### src/rtl/alu_pkg.sv
// rtl/alu_pkg.sv - shared widths and opcode encodings for the ALU operand stage
package alu_pkg;

  localparam int DATA_W   = 16;
  localparam int REG_AW   = 4;
  localparam int OP_W     = 3;
  localparam int NUM_REGS = 1 << REG_AW;

  typedef logic [OP_W-1:0] alu_op_t;

  localparam alu_op_t OP_OR    = 3'b000;
  localparam alu_op_t OP_AND   = 3'b001;
  localparam alu_op_t OP_ADD   = 3'b010;
  localparam alu_op_t OP_NEG   = 3'b100;
  localparam alu_op_t OP_NOT   = 3'b101;
  localparam alu_op_t OP_COMP  = 3'b110;
  localparam alu_op_t OP_SHIFT = 3'b111;

endpackage

### src/rtl/alu_regfile.sv
// rtl/alu_regfile.sv - 2R1W register file, async reads, sync write, r0 reads zero
module alu_regfile import alu_pkg::*; #(
  parameter int DATA_W = alu_pkg::DATA_W,
  parameter int REG_AW = alu_pkg::REG_AW
) (
  input  logic              clk,
  input  logic              reset,
  input  logic              we,
  input  logic [REG_AW-1:0] waddr,
  input  logic [DATA_W-1:0] wdata,
  input  logic [REG_AW-1:0] raddr_a,
  output logic [DATA_W-1:0] rdata_a,
  input  logic [REG_AW-1:0] raddr_b,
  output logic [DATA_W-1:0] rdata_b
);

  localparam int DEPTH = 1 << REG_AW;

  logic [DATA_W-1:0] mem [DEPTH];

  always_ff @(posedge clk) begin
    if (reset) begin
      for (int i = 0; i < DEPTH; i++) begin
        mem[i] <= '0;
      end
    end else if (we && (waddr != '0)) begin
      mem[waddr] <= wdata;
    end
  end

  assign rdata_a = (raddr_a == '0) ? '0 : mem[raddr_a];
  assign rdata_b = (raddr_b == '0) ? '0 : mem[raddr_b];

endmodule

### src/rtl/alu_operand_stage.sv
// rtl/alu_operand_stage.sv - operand fetch/issue slot ahead of the combinational ALU
// ALU_OPERAND_FWD_EN: forward alu_r from the slot; undefined: stall on RAW hazards instead
module alu_operand_stage import alu_pkg::*; #(
  parameter int DATA_W = alu_pkg::DATA_W,
  parameter int REG_AW = alu_pkg::REG_AW,
  parameter int OP_W   = alu_pkg::OP_W
) (
  input  logic              clk,
  input  logic              reset,
  input  logic              in_valid,
  output logic              in_ready,
  input  logic [OP_W-1:0]   in_op,
  input  logic [REG_AW-1:0] in_rs,
  input  logic [REG_AW-1:0] in_rt,
  input  logic [REG_AW-1:0] in_rd,
  input  logic              in_wr,
  input  logic              in_use_imm,
  input  logic [DATA_W-1:0] in_imm,
  input  logic              wb_en,
  input  logic [REG_AW-1:0] wb_addr,
  input  logic [DATA_W-1:0] wb_data,
  input  logic [DATA_W-1:0] alu_r,
  output logic              out_valid,
  input  logic              out_ready,
  output logic [DATA_W-1:0] a,
  output logic [DATA_W-1:0] b,
  output logic [OP_W-1:0]   ALUOp,
  output logic [REG_AW-1:0] out_rd,
  output logic              out_wr
);

  logic [DATA_W-1:0] rf_rs;
  logic [DATA_W-1:0] rf_rt;
  logic [DATA_W-1:0] rs_val;
  logic [DATA_W-1:0] rt_val;
  logic              rs_slot_hit;
  logic              rt_slot_hit;
  logic              rs_wb_hit;
  logic              rt_wb_hit;
  logic              hazard;
  logic              accept;

  alu_regfile #(
    .DATA_W (DATA_W),
    .REG_AW (REG_AW)
  ) u_regfile (
    .clk     (clk),
    .reset   (reset),
    .we      (wb_en),
    .waddr   (wb_addr),
    .wdata   (wb_data),
    .raddr_a (in_rs),
    .rdata_a (rf_rs),
    .raddr_b (in_rt),
    .rdata_b (rf_rt)
  );

  // r0 never matches a producer, so the regfile's zero read covers priority 1
  assign rs_slot_hit = out_valid && out_wr && (in_rs != '0) && (out_rd == in_rs);
  assign rt_slot_hit = out_valid && out_wr && (in_rt != '0) && (out_rd == in_rt);
  assign rs_wb_hit   = wb_en && (in_rs != '0) && (wb_addr == in_rs);
  assign rt_wb_hit   = wb_en && (in_rt != '0) && (wb_addr == in_rt);

`ifdef ALU_OPERAND_FWD_EN

  assign hazard = 1'b0;

  always_comb begin
    rs_val = rf_rs;
    if (rs_slot_hit) begin
      rs_val = alu_r;
    end else if (rs_wb_hit) begin
      rs_val = wb_data;
    end
  end

  always_comb begin
    rt_val = rf_rt;
    if (rt_slot_hit) begin
      rt_val = alu_r;
    end else if (rt_wb_hit) begin
      rt_val = wb_data;
    end
  end

`else

  logic              pend_valid;
  logic [REG_AW-1:0] pend_rd;
  logic              rs_pend;
  logic              rt_pend;
  logic              alu_r_unused;

  assign alu_r_unused = ^alu_r;

  assign rs_val = rs_wb_hit ? wb_data : rf_rs;
  assign rt_val = rt_wb_hit ? wb_data : rf_rt;

  assign rs_pend = pend_valid && (in_rs != '0) && (pend_rd == in_rs);
  assign rt_pend = pend_valid && (in_rt != '0) && (pend_rd == in_rt);

  assign hazard = in_valid &&
                  ((rs_slot_hit || rs_pend) || (!in_use_imm && (rt_slot_hit || rt_pend)));

  // A new handshake overrides a same-cycle clear: the younger destination is still owed a write
  always_ff @(posedge clk) begin
    if (reset) begin
      pend_valid <= 1'b0;
      pend_rd    <= '0;
    end else if (out_valid && out_ready && out_wr && (out_rd != '0)) begin
      pend_valid <= 1'b1;
      pend_rd    <= out_rd;
    end else if (pend_valid && wb_en && (wb_addr == pend_rd)) begin
      pend_valid <= 1'b0;
    end
  end

`endif

  assign in_ready = (!out_valid || out_ready) && !hazard;
  assign accept   = in_valid && in_ready;

  always_ff @(posedge clk) begin
    if (reset) begin
      out_valid <= 1'b0;
      a         <= '0;
      b         <= '0;
      ALUOp     <= '0;
      out_rd    <= '0;
      out_wr    <= 1'b0;
    end else if (accept) begin
      out_valid <= 1'b1;
      a         <= rs_val;
      b         <= in_use_imm ? in_imm : rt_val;
      ALUOp     <= in_op;
      out_rd    <= in_rd;
      out_wr    <= in_wr;
    end else if (out_ready) begin
      out_valid <= 1'b0;
    end
  end

endmodule
### config.mk
export PLATFORM = sky130hd
export DESIGN_NAME = alu_operand_stage
export DESIGN_NICKNAME = d
export VERILOG_FILES = /design/src/rtl/alu_pkg.sv /design/src/rtl/alu_regfile.sv /design/src/rtl/alu_operand_stage.sv
export SDC_FILE = /design/constraint.sdc
export NUM_CORES = 1
export LEC_CHECK = 0
export CAP_MARGIN = 20
export CORE_ASPECT_RATIO = 0.9
export CORE_UTILIZATION = 60
export CTS_BUF_LIST = sky130_fd_sc_hd__clkbuf_4 sky130_fd_sc_hd__clkbuf_8
export DETAILED_ROUTE_END_ITERATION = 8
export PLACE_DENSITY = 0.9
export SYNTH_ARGS = -nofsm -noshare
export SYNTH_HDL_FRONTEND = slang
export SYNTH_SLANG_ARGS = --single-unit
export TNS_END_PERCENT = 1
### constraint.sdc
create_clock -name clk -period 3.6 [get_ports clk]
set_clock_uncertainty 0.2 [all_clocks]
set_input_delay 0.72 -clock clk [delete_from_list [all_inputs] [get_ports clk]]
set_output_delay 0.72 -clock clk [all_outputs]
set_load 0.05 [all_outputs]
# ---- Yosys cells after proc, flatten, opt, wreduce, memory -nomap -nowiden
# Memory sizes are Yosys's and may differ from the RTL's.
# Cells that the tools add are included.
dict set report totals {
  elab_cells 72
  rom_bits 0
  memories 1
  input_bits 74
  latchBits 0
  regBits 46
  ramBits 256
}
dict set report op_classes {
  n_bitwise 0
  order_cmp 0
  n_mux 17
  mul 0
  add_sub_neg 0
  n_reduce_logical 39
  eq_ne 7
  div 0
  shifts 0
}
# memory depth width rd rd_ports_with_merged_regs write_ports line
set mem_list {}
lappend mem_list {u_regfile.mem 16 16 2 0 16 alu_regfile.sv:19} ;# logic [DATA_W-1:0] mem [DEPTH];
# operator count
set ops {}
lappend ops {{$mux W16} 6}
lappend ops {{$eq A4 B4 Y1} 7}
lappend ops {{$logic_and A1 B1 Y1} 23}
lappend ops {{$reduce_bool A4 Y1} 4}
lappend ops {{$reduce_or A16 Y1} 1}
lappend ops {{$mux W1} 10}
lappend ops {{$logic_not A4 Y1} 2}
lappend ops {{$logic_or A1 B1 Y1} 4}
lappend ops {{$mux W4} 1}
lappend ops {{$reduce_bool A2 Y1} 2}
lappend ops {{$logic_not A1 Y1} 3}

# ---- Depth between registers and ports, before layout
# Gate-level depths: netlist of the first run.
dict set report depth {
  ltp_word 11
  mapped_depth 8
}

# ---- Cells and area by module
# Synthesis of the first run repeated with hierarchy kept, for this count alone.
dict set report unflattened {
  cells_unflattened 1298
  hier_area_um2 16199.3
}
# mod instances area_per_inst_um2 cells_each
set by_module_without_submodules {}
lappend by_module_without_submodules {alu_regfile 1 13117.6 932}
lappend by_module_without_submodules {alu_operand_stage 1 3081.7 366}

# ---- Worst setup path before layout of the first run
# OpenSTA, ideal clock, no wires.
dict set report synth_timing {
  path_kind {input port to output port}
  startpoint {input in_rs[0]}
  endpoint {output in_ready}
  path_stages 6
  required_time_ns 2.680
  setup_slack_ns -0.318
  t_arrival_ns 2.998
  path_cell_list {buf_2 -> or3_1 -> a21oi_1 -> o2bb2ai_1 -> or3_1 -> a21boi_0}
}
dict set report synth_via {
  elab_chain_cells 8
  word_cells_on_any_way 12
}
# item line
set synth_lines {}
lappend synth_lines {{start: declaration} alu_operand_stage.sv:13} ;# input logic [REG_AW-1:0] in_rs,
lappend synth_lines {{$reduce_bool A4 Y1} {alu_operand_stage.sv:59, alu_operand_stage.sv:99}}
lappend synth_lines {{$logic_and A1 B1 Y1, on equally long branches (2 in series)} {alu_operand_stage.sv:59, alu_operand_stage.sv:99}}
lappend synth_lines {{$logic_or A1 B1 Y1 * (2 in series)} alu_operand_stage.sv:103} ;# ((rs_slot_hit || rs_pend) || (!in_use_imm && (rt_slot_hit || rt_pend)));
lappend synth_lines {{$logic_and A1 B1 Y1 *} alu_operand_stage.sv:102} ;# assign hazard = in_valid &&
lappend synth_lines {{$logic_not A1 Y1 *} alu_operand_stage.sv:120} ;# assign in_ready = (!out_valid || out_ready) && !hazard;
lappend synth_lines {{$logic_and A1 B1 Y1 *} alu_operand_stage.sv:120}
lappend synth_lines {{end: declaration} alu_operand_stage.sv:11} ;# output logic in_ready,
# Every way passes the cells marked *; elsewhere a longest branch is shown, timed or not.

# ---- Worst setup path in the final report of the first run
dict set report layout_timing {
  startpoint {input in_rs[3]}
  endpoint {output in_ready}
}
# The elaborated chain is that of the path after synthesis.

==> results of run 1 <==
## stage by stage
stage | setup WS [ns] | instance area, um2
3_3_place_gp | 0.0742 | 17500
2_1_floorplan | 0.0500 | 15900
5_1_grt | 0.0194 | 18400
4_1_cts | 0.0778 | 18400
6_report | 0.119 | 18400
3_5_place_dp | 0.0875 | 17500
## routing by layer
metal / routed length [um] / vias up / part of all wire, %
li1: - / 4620 / -
met1: 14900 / 5414 / 34
met2: 21000 / 935 / 48
met3: 6140 / 160 / 14
met4: 2130 / 2 / 4.8
met5: 13 / - / 0.029
## placed cells by master (no fill, tap or decap), types with 16 or more instances in the layout
cell             instances
a211oi_1                32
nand2b_1                20
buf_4                   65
mux2i_1                 24
nand2_1                 28
o21ai_1                 16
or2_2                   16
a21oi_1                 21
xnor2_1                 17
a22oi_1                 50
conb_1                  16
clkbuf_4                17
nor2_1                  42
clkdlybuf4s50_1         92
clkbuf_8                48
nor2b_1                 19
and2_1                 242
dfxtp_1                 46
o32ai_1                 16
a221oi_1                16
mux4_2                 128
edfxtp_1               256
## sequential cells by signal, indices dropped and copies added, names as in the netlist
signal         count
u_regfile.mem    256
out_valid          1
a                 16
b                 16
pend_valid         1
ALUOp              3
out_wr             1
pend_rd            4
out_rd             4
## power by group through the flow
| stage | combinational, uW | sequential [uW] | clock, uW |
|---|---|---|---|
| 6_report | 1290 | 4130 | 2920 |
| 3_5_place_dp | 1260 | 4200 | 0 |
| 3_3_place_gp | 1230 | 4170 | 0 |
| 2_1_floorplan | 684 | 4280 | 0 |
| 5_1_grt | 1350 | 4150 | 3070 |
| 4_1_cts | 1270 | 4130 | 2910 |
## what timing repair did
action	4_1_cts	5_1_grt
gates resized for setup	0	3
endpoints found under the hold margin	0	0
setup endpoints to repair	0	1
## area by class of cell
type,count,area share [%]
inverter,2,0.0407
clock inverter,20,0.800
clock buffer,65,4.27
antenna,1,0.0136
sequential,302,46.7
multi-input combinational,746,37.2
timing repair buffer,169,8.62
tap,348,2.36
## logic make-up after synthesis
kind of cell | Yosys count
other | 1
multiplexers | 152
AO/OA/AOI/OAI | 163
XOR/XNOR | 24
flip-flops | 302
buffers and inverters | 112
AND/OR/NAND/NOR | 391
## critical path, cell delays in order
cell and delay [ns]:
clkdlybuf4s50_1 0.53, and2_1 0.22, a21oi_1 0.14, o2bb2ai_1 0.15, or3_1 0.44, a21boi_2 0.21
buf_12 0.16
## worst paths after layout
path                                                         from            endpoint  cells past startpoint
worst max-delay path                                     in_rs[3]            in_ready                      7
worst min-delay path                           b[14]$_SDFFE_PP0P_  b[14]$_SDFFE_PP0P_                      2
worst max register to register  u_regfile.mem[5][0]$_SDFFCE_PN0P_   a[0]$_SDFFE_PP0P_                      7
worst min register to register                 b[14]$_SDFFE_PP0P_  b[14]$_SDFFE_PP0P_                      2
==> results.toml, run 1 <==
[sta]
final-hold-violation-count = 0
grt_setup_unrepaired = "no"
fmax_ghz = 0.287
hold_slack_ns = 0.294
worstMarginPinSlew_ns = 0.924
layout_worst_path_cycle_share_pct = 96.7
final_critical_path_required_period_ns = 3.48
timing_max_transition_violations_final = 0
setup_viol = 0
finalSetupTns_ns = 0
slew_headroom_pct = 38.4

[route]
vias = 11100
detail_route.drc_violations = 0
antenna_violating_nets_post_route = 0
postRouteWirelength_mm = 44.2
wire_per_inst_um = 26.7
firstDrtPassIters = 7
iteration_0_drc_markers = 1470
viasPerCell = 6.73

[pwr]
ir_drop_mv = 0.277
p_int_uw = 6140
netSwitchingPower_uw = 2210
power.share.switching_pct = 26.5
power_frac_comb_pct = 15.5
power.density_cell_area_nw_per_um2 = 453
clock_power_share_pct = 35.0
register_share_of_total_power_pct = 49.5
power.leakage_uw = 0.00648
total_power_uw = 8350

[logic_synthesis]
postSynthCellCount = 1145
synth.avg_cell_area_um2 = 13.9
postSynth.asyncResetShare_pct = 0
synth.area.top_cells = "edfxtp_1, mux4_2, and2_1"
synth_sequential_area_ratio_pct = 54.3
adder_cell_area_share_of_the_yosys_netlist_pct = 0
synth.area.mux_share_pct = 19.7
synthXorXnorAreaFrac_pct = 1.33
area_fraction_in_and_or_nand_and_nor_cells_after_synthesis_pct = 14.3
synth.ff_latch_count = 302
synth_compound_gate_area_share_pct = 7.43
post_synth_instance_area_um2 = 15900
yosysUniqueCellTypes = 41
synth_enable_flop_cells = 256
synth.most_common_cell = "edfxtp_1"
yosys_most_used_dff = "edfxtp_1"
combinational_family_with_the_most_area_after_synthesis = "multiplexers"
synth_top_area_share_pct = 48.5
synth.largest_area_cell = "edfxtp_1"
synth_warnings = 0
netlist_top_cells_count = "edfxtp_1, and2_1, mux4_2"

[cells_and_area]
finish.utilization_pct = 71.0
finish.net_count = 1342
multi_input_area_um2 = 6870
finalNonFillerCells = 1653
num-fill-cells = 1637
post_route_cells_drive_above_1_share_pct = 23.5
areaGrowthSynthToFinish_pct = 16.3
sequential_cell_area_um2 = 8610

[placement]
io_buffers = 99
dp_hpwl_mm = 28.4
place.detailed.instances = 1567
gpl.final_weighted_congestion = 0.943

[floorplan]
die_height_um = 156
core-area_um2 = 26000
floorplan.die_area_um2 = 27100
floorplan.initialDensity_pct = 61.0
ios = 116
dieWidth_um = 173
placementRows = 56

[flow_run]
max_cap_violations = 0

[critical_path]
critPathMaxFanout = 6
cp_data_arrival_time_ns = 2.56
startpoint_class = "input port"
worstPathRequired_ns = 2.68
endpoint_kind = "output port"
path_class = "input port to output port"
setup.reg_to_reg.worst_slack_ns = 0.99

[clock_tree]
max-clock-path-buffers = 3
skew_pair_late_insertion_delay_ns = 0.59
cts.sinks = 302
cts_tree = "done"
clk_transition_reported_paths_ns = 0.06
clock_tree.htree_level_count = 2
numCtsBuffers = 47
cts_post_setup_buffers_inserted = 0
clk_root_buffer_cell = "clkbuf_8"
postCtsHoldBufs = 0

[grt]
use_met1_pct = 41.6
first_pass_grt_wire_length_mm = 66.8
grt_use_met3_pct = 9.28
grt_antenna_before_repair = 2
grt_pass1_vias = 11300
grt_max_degree = 73
top_usage_layer = "met2"
grt_remaining_overflow = 0
groute.layer.met2.usage_pct = 54.6
track_usage_pct = 33.5

[run_status]
run_status = "complete, no violations"

[worst_hold_path]
min-delay-path-class = "register to register"
(Power assumes the default switching activity.)
==> inputs of run 2 (changes only) <==
==> constraint.sdc (replaced) <==
create_clock -name clk -period 3.6 [get_ports clk]
set_clock_uncertainty 0.2 [all_clocks]
set_input_delay 0.36 -clock clk [delete_from_list [all_inputs] [get_ports clk]]
set_output_delay 0.36 -clock clk [all_outputs]
set_load 0.05 [all_outputs]
==> run 2 against run 1 <==
Compared with the run above:
- via count shrank 0.31%
- critical endpoint unchanged
- critical path type unchanged
- count of clock-buffer cells in the layout up 7
- wire length grew 0.15%
- first-iteration DRC count up 13%
- highest routed layer unchanged
- sequential power about the same
==> results.toml, run 2 (synthesis gave the netlist of run 1 again) <==
[run_status]
run_status = "complete, no violations"

[route]
firstDrtPassIters = 7
viasPerCell = 6.79
vias = 11100
antenna_violating_nets_post_route = 0
iteration_0_drc_markers = 1665
postRouteWirelength_mm = 44.3
wire_per_inst_um = 27.1
detail_route.drc_violations = 0

[clock_tree]
post_cts_resize_count = 0
max-clock-path-buffers = 3
numCtsBuffers = 49
cts_tree = "done"
cts.sinks = 302
clk_transition_reported_paths_ns = 0.06
postCtsHoldBufs = 0
clk_root_buffer_cell = "clkbuf_8"
clock_tree.htree_level_count = 2
cts_post_setup_buffers_inserted = 0
skew_pair_late_insertion_delay_ns = 0.58

[sta]
timing_max_transition_violations_final = 0
worst_slack_ns = 0.467
slew_headroom_pct = 40.7
grt_setup_unrepaired = "no"
worstMarginPinSlew_ns = 0.890
setup_viol = 0
layout_worst_path_cycle_share_pct = 87.0
final_critical_path_required_period_ns = 3.13
fmax_ghz = 0.319
final-hold-violation-count = 0
finalSetupTns_ns = 0

[cells_and_area]
areaGrowthSynthToFinish_pct = 15.1
most-common-layout-cells = "edfxtp_1, and2_1, mux4_2, clkdlybuf4s50_1"
largest_register = "u_regfile.mem"
biggestRegsByFlops = "u_regfile.mem (256), a (16), b (16)"
num-fill-cells = 1648
post_route_cells_drive_above_1_share_pct = 22.0
layout_commonest_cell = "edfxtp_1"
finish.net_count = 1322
largest_reg_flops = 256

[flow_run]
max_cap_violations = 0

[critical_path]
worstPathRequired_ns = 3.04
path_delay_family = "compound AO/OA/AOI/OAI gates"
endpoint_kind = "output port"
timing.critical_path.slowest_stage_cell = "clkdlybuf4s50_1"
cp.buffers_inverters = 2
startpoint_class = "input port"
cp_data_arrival_time_ns = 2.57
cp_slowest_stage_delay_ns = 0.60
critPathMaxFanout = 6
crit_chain = "clkdlybuf4s50_1 -> o41ai_1 -> nor3_1 -> or3_1 -> a21boi_0 -> buf_12"
path_class = "input port to output port"

[floorplan]
dieWidth_um = 173
floorplan.die_area_um2 = 27100
placementRows = 56
die_height_um = 156
ios = 116
floorplan.initialDensity_pct = 61.0
core-area_um2 = 26000

[placement]
dpl_worst_slack_ns = 0.467
io_buffers = 99
gpl.final_weighted_congestion = 0.902
dp_hpwl_mm = 27.9

[grt]
grt_remaining_overflow = 0
grt_antenna_before_repair = 3
track_usage_pct = 33.2
first_pass_grt_wire_length_mm = 66.1
grt_max_degree = 72
grt_pass1_vias = 11200

[pwr]
ir_drop_mv = 0.251
power.density_cell_area_nw_per_um2 = 456
power.leakage_uw = 0.00639

[worst_hold_path]
min-delay-path-class = "input port to register"
[run 2: power by group]
part / internal [uW] / switching (uW)
sequential: 4010 / 121
combinational: 533 / 712
clock: 1590 / 1350
[run 2: path summary, 6_finish.rpt]
path	start	end	slack (ns)	cells past startpoint
worst max-delay path	in_rt[1]	in_ready	0.47	6
worst min-delay path	reset	u_regfile.mem[0][5]$_SDFFCE_PN0P_	0.12	1
worst max register to register	u_regfile.mem[13][3]$_SDFFCE_PN0P_	b[3]$_SDFFE_PP0P_	1.20	5
worst min register to register	b[15]$_SDFFE_PP0P_	b[15]$_SDFFE_PP0P_	0.29	2
[run 2: final cells by class]
class	instances	area (um2)	share of cell area, %
Clock inverter	15	93.8	0.514
Sequential cell	302	8610	47.2
Inverter	2	7.51	0.0411
Clock buffer	72	853	4.68
Tap cell	348	435	2.39
Antenna cell	2	5.00	0.0274
Multi-Input combinational cell	746	6850	37.5
Timing Repair Buffer	147	1400	7.66
[run 2: metrics by stage]
stage          hold WS [ns]  cell area [um2]  utilization [%]  power, uW  instances
5_1_grt               0.117            18300             70.2       8530       1634
4_1_cts              0.0964            18200             70.2       8290       1632
3_5_place_dp          0.275            17300             66.5       5410       1545
6_report              0.124            18300             70.2       8320       1634
3_3_place_gp          0.274            17300             66.5       5350       1545
2_1_floorplan         0.256            15900                -       4960       1160
[run 2: routing by layer]
| metal | vias up | share of wire (%) | track usage [%] |
|---|---|---|---|
| met5 | - | 0.025 | 0 |
| met3 | 158 | 13 | 9.21 |
| met2 | 934 | 48 | 54.9 |
| met4 | 2 | 3.8 | 14.8 |
| li1 | 4587 | - | - |
| met1 | 5416 | 34 | 41.2 |
